`config.mk`:
```
export PLATFORM = sky130hd
export DESIGN_NAME = muldiv_seq
export DESIGN_NICKNAME = d
export VERILOG_FILES = /design/src/rtl/muldiv_pkg.sv /design/src/rtl/muldiv_step.sv /design/src/rtl/muldiv_seq.sv
export SDC_FILE = /design/constraint.sdc
export NUM_CORES = 1
export LEC_CHECK = 0
export CAP_MARGIN = 20
export CORE_ASPECT_RATIO = 1.2
export CORE_MARGIN = 2
export CORE_UTILIZATION = 37
export CTS_BUF_LIST = sky130_fd_sc_hd__clkbuf_16
export DETAILED_ROUTE_END_ITERATION = 8
export PLACE_DENSITY = 0.68
export SLEW_MARGIN = 0
export SYNTH_ARGS = -nofsm -noshare
export SYNTH_HDL_FRONTEND = slang
export SYNTH_SLANG_ARGS = --single-unit
```
`constraint.sdc`:
```
create_clock -name clk -period 11 [get_ports clk]
set_clock_uncertainty 0.15 [all_clocks]
set_input_delay 2.2 -clock clk [delete_from_list [all_inputs] [get_ports clk]]
set_output_delay 2.2 -clock clk [all_outputs]
set_load 0.02 [all_outputs]
```
`src/rtl/muldiv_pkg.sv`:
```
// Shared ALU op codes, sequencer state encoding and step-mode select for muldiv_seq.
package muldiv_pkg;

    localparam logic [3:0] ALU_ADD = 4'b0000;
    localparam logic [3:0] ALU_SUB = 4'b0001;
    localparam logic [3:0] ALU_AND = 4'b0010;
    localparam logic [3:0] ALU_ORR = 4'b0011;
    localparam logic [3:0] ALU_MUL = 4'b0100;
    localparam logic [3:0] ALU_MOV = 4'b0101;
    localparam logic [3:0] ALU_DIV = 4'b0111;

    localparam logic MODE_MUL = 1'b0;
    localparam logic MODE_DIV = 1'b1;

    typedef enum logic [1:0] {
        IDLE    = 2'd0,
        MUL_RUN = 2'd1,
        DIV_RUN = 2'd2,
        DONE    = 2'd3
    } state_e;

    function automatic logic op_accepted(input logic [3:0] op);
        return (op == ALU_MUL) || (op == ALU_DIV);
    endfunction

endpackage

```
`src/rtl/muldiv_step.sv`:
```
// One iteration of shift-add multiply or restoring divide; purely combinational.
module muldiv_step
    import muldiv_pkg::*;
#(
    parameter int WIDTH = 32
) (
    input  logic             mode_i,
    input  logic [WIDTH-1:0] acc_i,
    input  logic [WIDTH-1:0] opnd_i,
    input  logic [WIDTH-1:0] fix_i,
    output logic [WIDTH-1:0] acc_o,
    output logic [WIDTH-1:0] opnd_o
);

    logic [WIDTH:0] sum;
    logic [WIDTH:0] rem_sh;
    logic [WIDTH:0] trial;

    always_comb begin
        sum    = {1'b0, acc_i} + (opnd_i[0] ? {1'b0, fix_i} : '0);
        rem_sh = {acc_i, opnd_i[WIDTH-1]};
        trial  = rem_sh - {1'b0, fix_i};
        acc_o  = sum[WIDTH:1];
        opnd_o = {sum[0], opnd_i[WIDTH-1:1]};
        if (mode_i == MODE_DIV) begin
            // rem < divisor keeps rem_sh < 2*divisor, so bit WIDTH of trial is a true sign
            if (!trial[WIDTH]) begin
                acc_o  = trial[WIDTH-1:0];
                opnd_o = {opnd_i[WIDTH-2:0], 1'b1};
            end else begin
                acc_o  = rem_sh[WIDTH-1:0];
                opnd_o = {opnd_i[WIDTH-2:0], 1'b0};
            end
        end
    end

endmodule

```
`src/rtl/muldiv_seq.sv`:
```
// Iterative unsigned MUL/DIV sequencer, one bit per cycle, stalling the core while busy.
// Optional MULDIV_EARLY_EXIT_EN: MUL finishes as soon as the remaining multiplier bits are zero.
module muldiv_seq
    import muldiv_pkg::*;
#(
    parameter int WIDTH = 32,
    parameter int CNT_W = 6
) (
    input  logic             clk,
    input  logic             reset,
    input  logic             start,
    input  logic [3:0]       ALUControl,
    input  logic [WIDTH-1:0] SrcA,
    input  logic [WIDTH-1:0] SrcB,
    output logic [WIDTH-1:0] Result,
    output logic [WIDTH-1:0] ResultHi,
    output logic             busy,
    output logic             done,
    output logic             Stall,
    output logic             DivZero
);

    state_e             state_q;
    logic [CNT_W-1:0]   cnt_q;
    logic [WIDTH-1:0]   acc_q, opnd_q, fix_q;
    logic [WIDTH-1:0]   res_q, hi_q;
    logic               busy_q, done_q, dz_q;

    logic [WIDTH-1:0]   acc_n, opnd_n, res_n, hi_n;
    logic               last, mul_fin, fin;

    muldiv_step #(.WIDTH(WIDTH)) u_step (
        .mode_i (state_q == DIV_RUN ? MODE_DIV : MODE_MUL),
        .acc_i  (acc_q),
        .opnd_i (opnd_q),
        .fix_i  (fix_q),
        .acc_o  (acc_n),
        .opnd_o (opnd_n)
    );

    assign last = (cnt_q == CNT_W'(WIDTH - 1));

`ifdef MULDIV_EARLY_EXIT_EN
    logic [CNT_W-1:0] sh;
    // sh = shifts still owed; the low sh bits of opnd_n are the unconsumed multiplier
    assign sh      = CNT_W'(WIDTH - 1) - cnt_q;
    assign mul_fin = (opnd_n & ~({WIDTH{1'b1}} << sh)) == '0;
    assign {hi_n, res_n} = {acc_n, opnd_n} >> sh;
`else
    assign mul_fin = 1'b0;
    assign res_n   = opnd_n;
    assign hi_n    = acc_n;
`endif

    assign fin = last | ((state_q == MUL_RUN) & mul_fin);

    always_ff @(posedge clk or posedge reset) begin
        if (reset) begin
            state_q <= IDLE;
            cnt_q   <= '0;
            acc_q   <= '0;
            opnd_q  <= '0;
            fix_q   <= '0;
            res_q   <= '0;
            hi_q    <= '0;
            busy_q  <= 1'b0;
            done_q  <= 1'b0;
            dz_q    <= 1'b0;
        end else begin
            done_q <= 1'b0;
            case (state_q)
                IDLE: begin
                    if (start && op_accepted(ALUControl)) begin
                        cnt_q <= '0;
                        acc_q <= '0;
                        dz_q  <= 1'b0;
                        if (ALUControl == ALU_MUL) begin
                            opnd_q  <= SrcB;
                            fix_q   <= SrcA;
                            busy_q  <= 1'b1;
                            state_q <= MUL_RUN;
                        end else if (SrcB == '0) begin
                            res_q   <= '1;
                            hi_q    <= SrcA;
                            dz_q    <= 1'b1;
                            done_q  <= 1'b1;
                            state_q <= DONE;
                        end else begin
                            opnd_q  <= SrcA;
                            fix_q   <= SrcB;
                            busy_q  <= 1'b1;
                            state_q <= DIV_RUN;
                        end
                    end
                end
                MUL_RUN, DIV_RUN: begin
                    acc_q  <= acc_n;
                    opnd_q <= opnd_n;
                    cnt_q  <= cnt_q + CNT_W'(1);
                    if (fin) begin
                        res_q   <= res_n;
                        hi_q    <= hi_n;
                        busy_q  <= 1'b0;
                        done_q  <= 1'b1;
                        state_q <= DONE;
                    end
                end
                default: state_q <= IDLE;
            endcase
        end
    end

    assign Result   = res_q;
    assign ResultHi = hi_q;
    assign busy     = busy_q;
    assign done     = done_q;
    assign DivZero  = dz_q;
    assign Stall    = busy_q | ((state_q == IDLE) & start & op_accepted(ALUControl));

endmodule

```
# ---- Word-level counts from Yosys, hierarchy flattened
# Cells that the tools add are included.
dict set report totals {
  ff_bits 171
  in_bits 71
  output_inout_bits 68
  wordCells 81
}
dict set report classes {
  n_addsub 3
  n_eq_ne 11
  muxes 41
  bitwise_logic 3
  n_reduce_logical 13
}
# cell n
set ops {}
lappend ops {{$mux W32} 18}
lappend ops {{$pmux W32 S2} 4}
lappend ops {{$add A32 B33 Y33} 1}
lappend ops {{$sub A33 B32 Y33} 1}
lappend ops {{$logic_not A32 Y1} 1}
lappend ops {{$pmux W6 S2} 1}
lappend ops {{$mux W1} 11}
lappend ops {{$ne A2 B2 Y1 const B} 5}
lappend ops {{$eq A4 B3 Y1 const B} 2}
lappend ops {{$add A6 B1 Y6 const B} 1}
lappend ops {{$eq A6 B5 Y1 const B} 1}
lappend ops {{$mux W2} 3}
lappend ops {{$mux W6} 1}
lappend ops {{$reduce_and A2 Y1} 3}
lappend ops {{$reduce_and A3 Y1} 2}
lappend ops {{$reduce_and A5 Y1} 1}
lappend ops {{$pmux W1 S2} 2}
lappend ops {{$pmux W2 S2} 1}
lappend ops {{$reduce_and A4 Y1} 1}
lappend ops {{$ne A3 B3 Y1 const B} 1}
lappend ops {{$and A1 B1 Y1} 2}
lappend ops {{$eq A2 B1 Y1 const B} 1}
lappend ops {{$eq A2 B2 Y1 const B} 1}
lappend ops {{$logic_not A2 Y1} 1}
lappend ops {{5 further kinds} 5}

# ---- Longest topological paths before layout
# Gate-level depths: netlist (run 1).
dict set report logic_depth {
  word_depth 5
  depth_mapped 15
  ltp_nobuf 13
}

# ---- Hierarchy
# Synthesis (run 1) repeated with hierarchy kept, for this count alone.
dict set report unflattened {
  cells_unflattened 1413
  hier_area_um2 13227.7
}
# mod n_inst cells_each area_per_inst_um2 seq_area_each_um2
set by_module_without_submodules {}
lappend by_module_without_submodules {muldiv_seq 1 687 8366.8 4279.1}
lappend by_module_without_submodules {muldiv_step 1 726 4860.9 0.0}

# ---- Least setup slack after synthesis (run 1)
# OpenSTA, ideal clock, no wires.
dict set report synth_timing {
  kind {in2out}
  startpoint {input port ALUControl[2]}
  endpoint {output port Stall}
  arrival_ns 2.808
  required_time_ns 8.650
  slack_ns 5.842
  path_stages 4
  path_buffers 0
  cell_sequence {nor2b_1 -> and3_1 -> nand2_1 -> nand2_1}
}
dict set report synth_between {
  elab_chain_len 4
  word_cells_on_any_way 5
  cone_classes {2 x eq/ne; 2 x bitwise; 1 x reduce/logical}
}
# item line
set synth_lines {}
lappend synth_lines {{start, declared} muldiv_seq.sv:12} ;# input logic [3:0] ALUControl,
lappend synth_lines {{$eq A4 B3 Y1} muldiv_pkg.sv:23} ;# return (op == ALU_MUL) || (op == ALU_DIV);
lappend synth_lines {{$logic_or A1 B1 Y1 *} muldiv_pkg.sv:23}
lappend synth_lines {{$and A1 B1 Y1 *} muldiv_seq.sv:118} ;# assign Stall = busy_q | ((state_q == IDLE) & start & op_accepted(ALUControl));
lappend synth_lines {{$or A1 B1 Y1 *} muldiv_seq.sv:118}
lappend synth_lines {{end, declared} muldiv_seq.sv:19} ;# output logic Stall,
# Every way passes the cells marked *; elsewhere a longest branch is shown, timed or not.

# ---- Worst setup path in the final report (run 1)
dict set report layout_timing {
  startpoint {input port ALUControl[1]}
  endpoint {output port Stall}
}
# Same word-level chain as after synthesis.

==> results.toml, run 1 <==
[grt]
grt_use_met2_pct = 35.81
busiest_layer = "met2"
grt_usage_pct = 21.85
grt_pass1_wl_um = 62460
grt_use_met1_pct = 29.11
antenna_found_initial = 0
grt_max_degree = 97
met3_usage_pct = 3.297
grt_pass1_vias = 11410
grt-ovfl-total = 0

[layout]
layout_common_cells = "190 x nand2_1, 172 x o21ai_0, 171 x dfrtp_1"
final_area_mm2 = 0.01499
layout.nets = 1711
area_growth_syn_to_layout_pct = 18.28
instances_no_fill = 2039
drive_gt1_share_pct = 6.949
layout_commonest_cell = "nand2_1"
antennaDiodeCount = 0

[route]
first_pass_iters = 5
drc = 0
vias = 11670
drt-total-wl_um = 39070
drt-wirelength-per-cell_um = 19.16
first_iter_violations = 865
antenna_left = 0
vias_per_cell = 5.722

[clock_tree]
cts_tree = "done"
htreeDepth = 4
postCtsHoldBufs = 0
clk-insertion-delay-late_ns = 0.44
cts_root_buf = "clkbuf_16"
clk_path_buf_depth = 2
post_cts_resize_count = 0
clkTransAtPathRegs_ns = 0.07
post-cts-setup-buffer-count = 0
cts.sinks = 171
cts_made_buffers = 17

[timing]
finalHoldWorstSlack_ns = 0.3469
hold_violations = 0
maxSlewViolCount = 0
finalSetupViolations = 0
rsz0062_at_grt = "no"
relSlewSlack_pct = 33.30
tns_ns = 0
tightest_slew_ns = 0.9970
fin_crit_sh_pct = 57.50
finalCriticalPeriod_ns = 6.324
fmax_mhz = 158.1

[critical_path]
path_cells = "clkdlybuf4s50_1 -> xnor2_1 -> and3_1 -> nand2_1 -> nand2_1 -> clkdlybuf4s50_1"
reg2reg_from = "opnd_q[0]$_DFFE_PP0P_"
worstPathMaxFanout = 7
critPathMaxStageDelay_ns = 0.62
path_class = "in -> out"
end_kind = "primary output"
cp_num_buf_inv = 2
critical-path-top-delay-family = "buffers and inverters"
critPathRequiredTime_ns = 8.65
cp.arrival_ns = 3.97
startpoint = "ALUControl[1]"
crit_path_top_delay_cell = "clkdlybuf4s50_1"
startpoint_type = "input pin"

[yosys]
synth_edf_count = 0
ys_ff_latch = 171
synth_ff_type = "dfrtp_1"
synth.avg_cell_area_um2 = 8.488
ys_seq_area_share_pct = 33.77
synthDistinctLibCells = 73
yosysWarnings = 0
postSynthCellCount = 1493
async_flop_share_pct = 100.0
syn-num-nets = 1634
synth.cell_area_mm2 = 0.01267

[die]
core_mm2 = 0.03389
die_area_mm2 = 0.03575
fp.dieW_um = 172.9
ios = 139
initial_core_util_pct = 37.39
die_h_um = 206.7
rows = 74

[pwr]
vdd_drop_max_uv = 165.1
power_mw = 4.848
p_int_mw = 2.479
netSwitchingFraction_pct = 48.87
p_per_area_mw_per_mm2 = 323.5
combPwrFrac_pct = 64.1
p_clk_share_pct = 11.9
pwr-share-seq_pct = 24.0
p_leak_nw = 6.525
p_switching_mw = 2.369

[placement]
portBuffers = 138
gp_congestion = 0.9351
placed_cell_area_mm2 = 0.01437
placedCellCount = 2004
dp_hpwl_um = 28890

[run_status]
outcome = "finished, final reports clean"

[hold_path]
hp-class = "reg -> reg"
hp-start = "ResultHi[15]$_DFFE_PP0P_"

[job]
maxCapViolCount = 0
==> sequential cells by signal, indices dropped and copies added, names as in the netlist <==
register,count
DivZero,1
Result,32
ResultHi,32
acc_q,32
busy,1
cnt_q,6
done,1
fix_q,32
opnd_q,32
state_q,2
==> cells in the mapped netlist, types with 4 or more instances <==
cell	count	share of area, %
a211o_1	8	0.55
a211oi_1	22	1.3
a21o_1	31	1.8
a21oi_1	90	3.6
a221o_1	5	0.39
a22o_1	19	1.3
a31o_2	7	0.48
a31oi_1	51	2.5
a32o_1	4	0.32
and2_1	39	1.9
and3_1	29	1.4
and4_1	5	0.35
buf_2	9	0.36
clkbuf_1	76	2.3
dfrtp_1	171	34
ha_1	68	6.7
inv_1	56	1.7
mux2_2	36	3.2
mux2_4	5	0.59
mux2i_1	86	6.8
nand2_1	191	5.7
nand2b_1	9	0.44
nand3_1	11	0.43
nand4_1	14	0.69
nor2_1	94	2.8
nor2b_1	4	0.20
nor3_1	14	0.55
nor4_1	9	0.44
o211ai_1	7	0.41
o21a_1	7	0.41
o21ai_0	172	6.8
o21ai_1	16	0.63
o21bai_1	6	0.36
o22a_1	4	0.28
o22ai_1	4	0.20
or3_1	4	0.20
xnor2_1	32	2.2
xor2_1	21	1.5
==> power groups by stage <==
stage	Sequential [mW]	Clock, mW	Combinational (mW)
after detailed placement	1.18	0	3.03
after global routing	1.20	0.609	3.43
after floorplan	1.18	0	2.15
after CTS	1.17	0.586	3.05
after global placement	1.18	0	2.99
final	1.16	0.576	3.11
==> final timing paths <==
path | end | slack, ns | cells past startpoint
worst max-delay path | Stall | 4.68 | 6
worst min-delay path | ResultHi[15]$_DFFE_PP0P_ | 0.35 | 1
worst max register to register | ResultHi[31]$_DFFE_PP0P_ | 6.60 | 12
worst min register to register | ResultHi[15]$_DFFE_PP0P_ | 0.35 | 1
max in group asynchronous | opnd_q[29]$_DFFE_PP0P_ | 7.46 | 3
min in group asynchronous | ResultHi[5]$_DFFE_PP0P_ | 2.01 | 2
==> per-layer routing <==
metal	part of all wire, %	wire, µm
met1	45	17390
met2	46	18140
met3	5.8	2261
met4	3.3	1271
met5	0	0
==> final cells by class <==
cell class	count	area (µm²)
timing repair buffer	150	1524
fill	3400	18900
tap	456	570.5
clock buffer	17	425.4
clock inverter	15	122.6
multi-input combinational	1174	7851
inverter	56	215.2
sequential	171	4279
==> cells by family (layout without fill, tap and decap cells) <==
logic type / count (synthesis) / after routing / share of synthesized area (%)
xor gates and xnor gates: 54 / 54 / 3.880
and+or+nand+nor: 433 / 433 / 15.70
DFF: 171 / 171 / 33.77
adders and majority gates: 70 / 70 / 7.030
muxes: 127 / 127 / 10.58
buffers and inverters: 148 / 238 / 4.631
AOI/OAI and AO/OA: 490 / 490 / 24.41
==> worst reg2reg max path, delay by kind of cell (launching register included) <==
family          cells  cell delay [ns]
compound gates      8             2.67
flops               1             0.47
fa+ha+maj           2             0.69
simple gates        2             0.30
==> per-stage QoR <==
step / utilization (%) / worst slack, ns
final: 44.23 / 4.676
after global routing: 44.23 / 4.587
after global placement: 42.39 / 4.724
after floorplan: - / 4.018
after detailed placement: 42.39 / 4.718
after CTS: 44.01 / 4.721
Note: power is estimated with default switching activity, not from simulation.
==> run 2: changes to the inputs <==
==> constraint.sdc (replaced) <==
create_clock -name clk -period 6.6 [get_ports clk]
set_clock_uncertainty 0.15 [all_clocks]
set_input_delay 1.32 -clock clk [delete_from_list [all_inputs] [get_ports clk]]
set_output_delay 1.32 -clock clk [all_outputs]
set_load 0.02 [all_outputs]
==> results.toml, run 2 (same netlist as run 1, synthesis figures left out) <==
[job]
maxCapViolCount = 0

[route]
vias = 11590
first_iter_violations = 1043
drt-wirelength-per-cell_um = 19.37
antenna_left = 0
drc = 0
vias_per_cell = 5.679
first_pass_iters = 5
drt-total-wl_um = 39520

[clock_tree]
post_cts_resize_count = 0
postCtsHoldBufs = 0
cts.sinks = 171
clk-insertion-delay-late_ns = 0.45
cts_made_buffers = 17
post-cts-setup-buffer-count = 0
cts_root_buf = "clkbuf_16"
clk_path_buf_depth = 2
clkTransAtPathRegs_ns = 0.06
htreeDepth = 4
cts_tree = "done"

[pwr]
pwr-share-seq_pct = 23.8
p_leak_nw = 6.545
p_per_area_mw_per_mm2 = 546.6
p_int_mw = 4.223
p_switching_mw = 3.981
vdd_drop_max_uv = 258.3
netSwitchingFraction_pct = 48.53
combPwrFrac_pct = 63.3
p_clk_share_pct = 12.9

[grt]
grt_pass1_wl_um = 62180
grt_usage_pct = 21.84
antenna_found_initial = 1
grt_max_degree = 97
grt_pass1_vias = 11260
grt-ovfl-total = 0

[die]
die_area_mm2 = 0.03575
ios = 139
core_mm2 = 0.03389
fp.dieW_um = 172.9
initial_core_util_pct = 37.39
die_h_um = 206.7
rows = 74

[timing]
rsz0062_at_grt = "no"
finalHoldWorstSlack_ns = 0.3447
fin_crit_sh_pct = 70.48
finalSetupViolations = 0
maxSlewViolCount = 0
tns_ns = 0
relSlewSlack_pct = 27.25
hold_violations = 0
fmax_mhz = 215.0
tightest_slew_ns = 1.091
finalCriticalPeriod_ns = 4.652

[placement]
portBuffers = 138
dp_hpwl_um = 29720
gp_congestion = 0.9066

[critical_path]
r2r_setup_slack_ns = 1.99
worstPathMaxFanout = 96
startpoint_type = "input pin"
cp.arrival_ns = 4.88
end_kind = "flop"
critPathRequiredTime_ns = 6.83
path_cells = "clkdlybuf4s50_1 -> nor4_1 -> nand4_1 -> nor3_1 -> nand2_1 -> a21oi_4 -> buf_4 -> and3_1 -> a21oi_1 -> a21bo_2"
path_class = "in -> reg"
critPathMaxStageDelay_ns = 0.77
crit_path_top_delay_cell = "buf_4"

[layout]
layout_commonest_cell = "nand2_1"
area_growth_syn_to_layout_pct = 18.44
layout_common_cells = "190 x nand2_1, 172 x o21ai_0, 171 x dfrtp_1"
layout.nets = 1711
drive_gt1_share_pct = 6.759

[run_status]
outcome = "finished, final reports clean"

[hold_path]
hp-class = "reg -> reg"
==> run 2: routing by layer <==
metal / global-route usage [%] / vias up / share of wire, %
li1: - / 5574 / -
met1: 28.63 / 5555 / 44
met2: 36.40 / 379 / 47
met3: 3.168 / 77 / 5.5
met4: 8.929 / 0 / 3.6
met5: 0 / - / 0
==> run 2: layout make-up <==
type	instances	area, µm²
fill	3364	18880
timing repair buffer	150	1484
multi-input combinational	1174	7851
clock buffer	17	425.4
inverter	56	215.2
tap	456	570.5
antenna	1	2.502
clock inverter	15	181.4
sequential	171	4279
==> run 2: path summary, 6_finish.rpt <==
kind | endpoint | depth (start not counted) | start
worst min register to register | DivZero$_DFFE_PP0P_ | 2 | DivZero$_DFFE_PP0P_
worst min-delay path | DivZero$_DFFE_PP0P_ | 2 | DivZero$_DFFE_PP0P_
worst max register to register | ResultHi[11]$_DFFE_PP0P_ | 14 | opnd_q[31]$_DFFE_PP0P_
max in group asynchronous | Result[24]$_DFFE_PP0P_ | 3 | reset
min in group asynchronous | Result[2]$_DFFE_PP0P_ | 2 | reset
worst max-delay path | ResultHi[14]$_DFFE_PP0P_ | 10 | SrcB[5]
==> run 2: power by group through the flow <==
stage               registers [mW]  clock network (mW)  logic [mW]
floorplan                     1.97                   0        3.59
finish                        1.95                1.06        5.19
detailed placement            1.96                   0        5.09
global route                  2.00                1.11        5.71
global placement              1.95                   0        5.00
CTS                           1.94                1.07        5.13
==> run 2: critical path: cells and delay by family <==
kind                   cells  cell delay (ns)
AOI/OAI and AO/OA          3             0.42
and+or+nand+nor            5             1.90
buffers and inverters      2             1.22
==> run 2: stage by stage <==
stage               setup WS [ns]  instance area [µm²]  total power, mW  std cells  util [%]
detailed placement          1.633                14380            7.046       2006     42.43
CTS                         1.988                14990            8.147       2038     44.23
global placement            1.670                14380            6.958       2006     42.43
global route                1.831                15010            8.818       2040     44.29
floorplan                  0.4982                12670            5.562       1493         -
finish                      1.948                15010            8.204       2040     44.29
==> run 3: changes to the inputs <==
==> constraint.sdc (replaced) <==
create_clock -name clk -period 4.4 [get_ports clk]
set_clock_uncertainty 0.15 [all_clocks]
set_input_delay 0.88 -clock clk [delete_from_list [all_inputs] [get_ports clk]]
set_output_delay 0.88 -clock clk [all_outputs]
set_load 0.02 [all_outputs]
==> results.toml, run 3 (same netlist as run 1, synthesis figures left out) <==
[run_status]
outcome = "finished, final reports clean"

[die]
die_h_um = 206.7
ios = 139
fp.dieW_um = 172.9
rows = 74
core_mm2 = 0.03389
die_area_mm2 = 0.03575
initial_core_util_pct = 37.39

[clock_tree]
clk_path_buf_depth = 2
htreeDepth = 4
cts.sinks = 171
clk-insertion-delay-late_ns = 0.44
postCtsHoldBufs = 0
cts_made_buffers = 17
cts_tree = "done"
post-cts-setup-buffer-count = 0
cts_root_buf = "clkbuf_16"
clkTransAtPathRegs_ns = 0.06

[critical_path]
crit_path_top_delay_cell = "a211oi_1"
reg2regPathDepth = 15
path_class = "reg -> reg"
cp.arrival_ns = 4.29
worstPathMaxFanout = 28
path_cells = "inv_1 -> ha_1 -> inv_1 -> fa_1 -> a211oi_2 -> nor2_4 -> a41oi_4 -> o31ai_4 -> a31oi_4 -> xnor2_4 -> buf_12 -> mux2i_1 -> a211oi_1 -> buf_4 -> o22a_1"
critPathMaxStageDelay_ns = 0.50
critPathRequiredTime_ns = 4.62
crit_top_cell = "inv_1"
end_kind = "flop"
startpoint_type = "flop"

[pwr]
p_leak_nw = 6.663
p_per_area_mw_per_mm2 = 821.3
power_mw = 12.50
vdd_drop_max_uv = 560.5

[layout]
layout_common_cells = "190 x nand2_1, 172 x o21ai_0, 171 x dfrtp_1"
antennaDiodeCount = 0
area_growth_syn_to_layout_pct = 20.12
layout.nets = 1729
layout_commonest_cell = "nand2_1"
final_area_mm2 = 0.01522
drive_gt1_share_pct = 7.870

[placement]
gp_congestion = 0.9250
placed_cell_area_mm2 = 0.01461
dp_hpwl_um = 30590
pre_cts_ws_ns = 0.3312
portBuffers = 138

[hold_path]
hold_depth = 2
hp-class = "reg -> reg"

[timing]
hold_violations = 0
tightest_slew_ns = 0.9377
fmax_mhz = 245.8
rsz0062_at_grt = "no"
tns_ns = 0
finalCriticalPeriod_ns = 4.068
fin_ws_ns = 0.3315
fin_crit_sh_pct = 92.47
finalHoldWorstSlack_ns = 0.3336
finalSetupViolations = 0
maxSlewViolCount = 0
relSlewSlack_pct = 37.36

[grt]
grt_usage_pct = 22.29
grt_max_degree = 78
grt_pass1_wl_um = 62690
grt_pass1_vias = 11110
antenna_found_initial = 0
grt-ovfl-total = 0

[route]
drc = 0
vias_per_cell = 5.660
drt-total-wl_um = 40220
drt-wirelength-per-cell_um = 19.55
vias = 11640
antenna_left = 0
first_iter_violations = 1006
first_pass_iters = 5

[job]
maxCapViolCount = 0
==> run 3: repair_timing <==
item,in CTS,in global routing
hold endpoints to repair,0,0
setup endpoints to repair,0,1
gates resized for setup,0,1
==> run 3: final timing paths <==
path	from	endpoint	slack, ns
worst min-delay path	DivZero$_DFFE_PP0P_	DivZero$_DFFE_PP0P_	0.33
min in group asynchronous	reset	Result[4]$_DFFE_PP0P_	0.83
worst max-delay path	opnd_q[31]$_DFFE_PP0P_	ResultHi[5]$_DFFE_PP0P_	0.33
max in group asynchronous	reset	Result[24]$_DFFE_PP0P_	2.38
worst max register to register	opnd_q[31]$_DFFE_PP0P_	ResultHi[5]$_DFFE_PP0P_	0.33
worst min register to register	DivZero$_DFFE_PP0P_	DivZero$_DFFE_PP0P_	0.33
==> run 3: metrics by stage <==
| stage | instances | util (%) |
|---|---|---|
| after floorplan | 1493 | - |
| after global placement | 2025 | 43.11 |
| after detailed placement | 2025 | 43.11 |
| after CTS | 2057 | 44.90 |
| after global routing | 2057 | 44.92 |
| final | 2057 | 44.92 |
==> run 3: final cells by class <==
cell class / instances / area [µm²]
multi-input combinational: 1174 / 7856
tap: 456 / 570.5
clock buffer: 17 / 425.4
inverter: 56 / 214.0
timing repair buffer: 168 / 1694
clock inverter: 15 / 182.7
fill: 3263 / 18670
sequential: 171 / 4279
==> run 3: critical path: cells and delay by family (launching register included) <==
family	cells	cell delay [ns]
adders and majority gates	2	0.67
xor gates and xnor gates	1	0.18
muxes	1	0.14
DFF	1	0.46
buffers and inverters	4	0.66
AOI/OAI and AO/OA	6	1.62
and+or+nand+nor	1	0.10
==> run 3: metal layers <==
layer,vias to the layer above,part of all wire (%),GRT usage (%)
li1,5593,-,-
met2,422,45,35.33
met5,-,0,0
met4,0,3.6,9.837
met3,79,6.4,3.480
met1,5548,45,30.28
==> run 3: power breakdown <==
group	total (mW)	leakage, nW	internal [mW]	switching (mW)
logic	7.93	4.15	3.25	4.68
clock network	1.59	0.306	0.941	0.647
registers	2.98	2.21	2.24	0.744
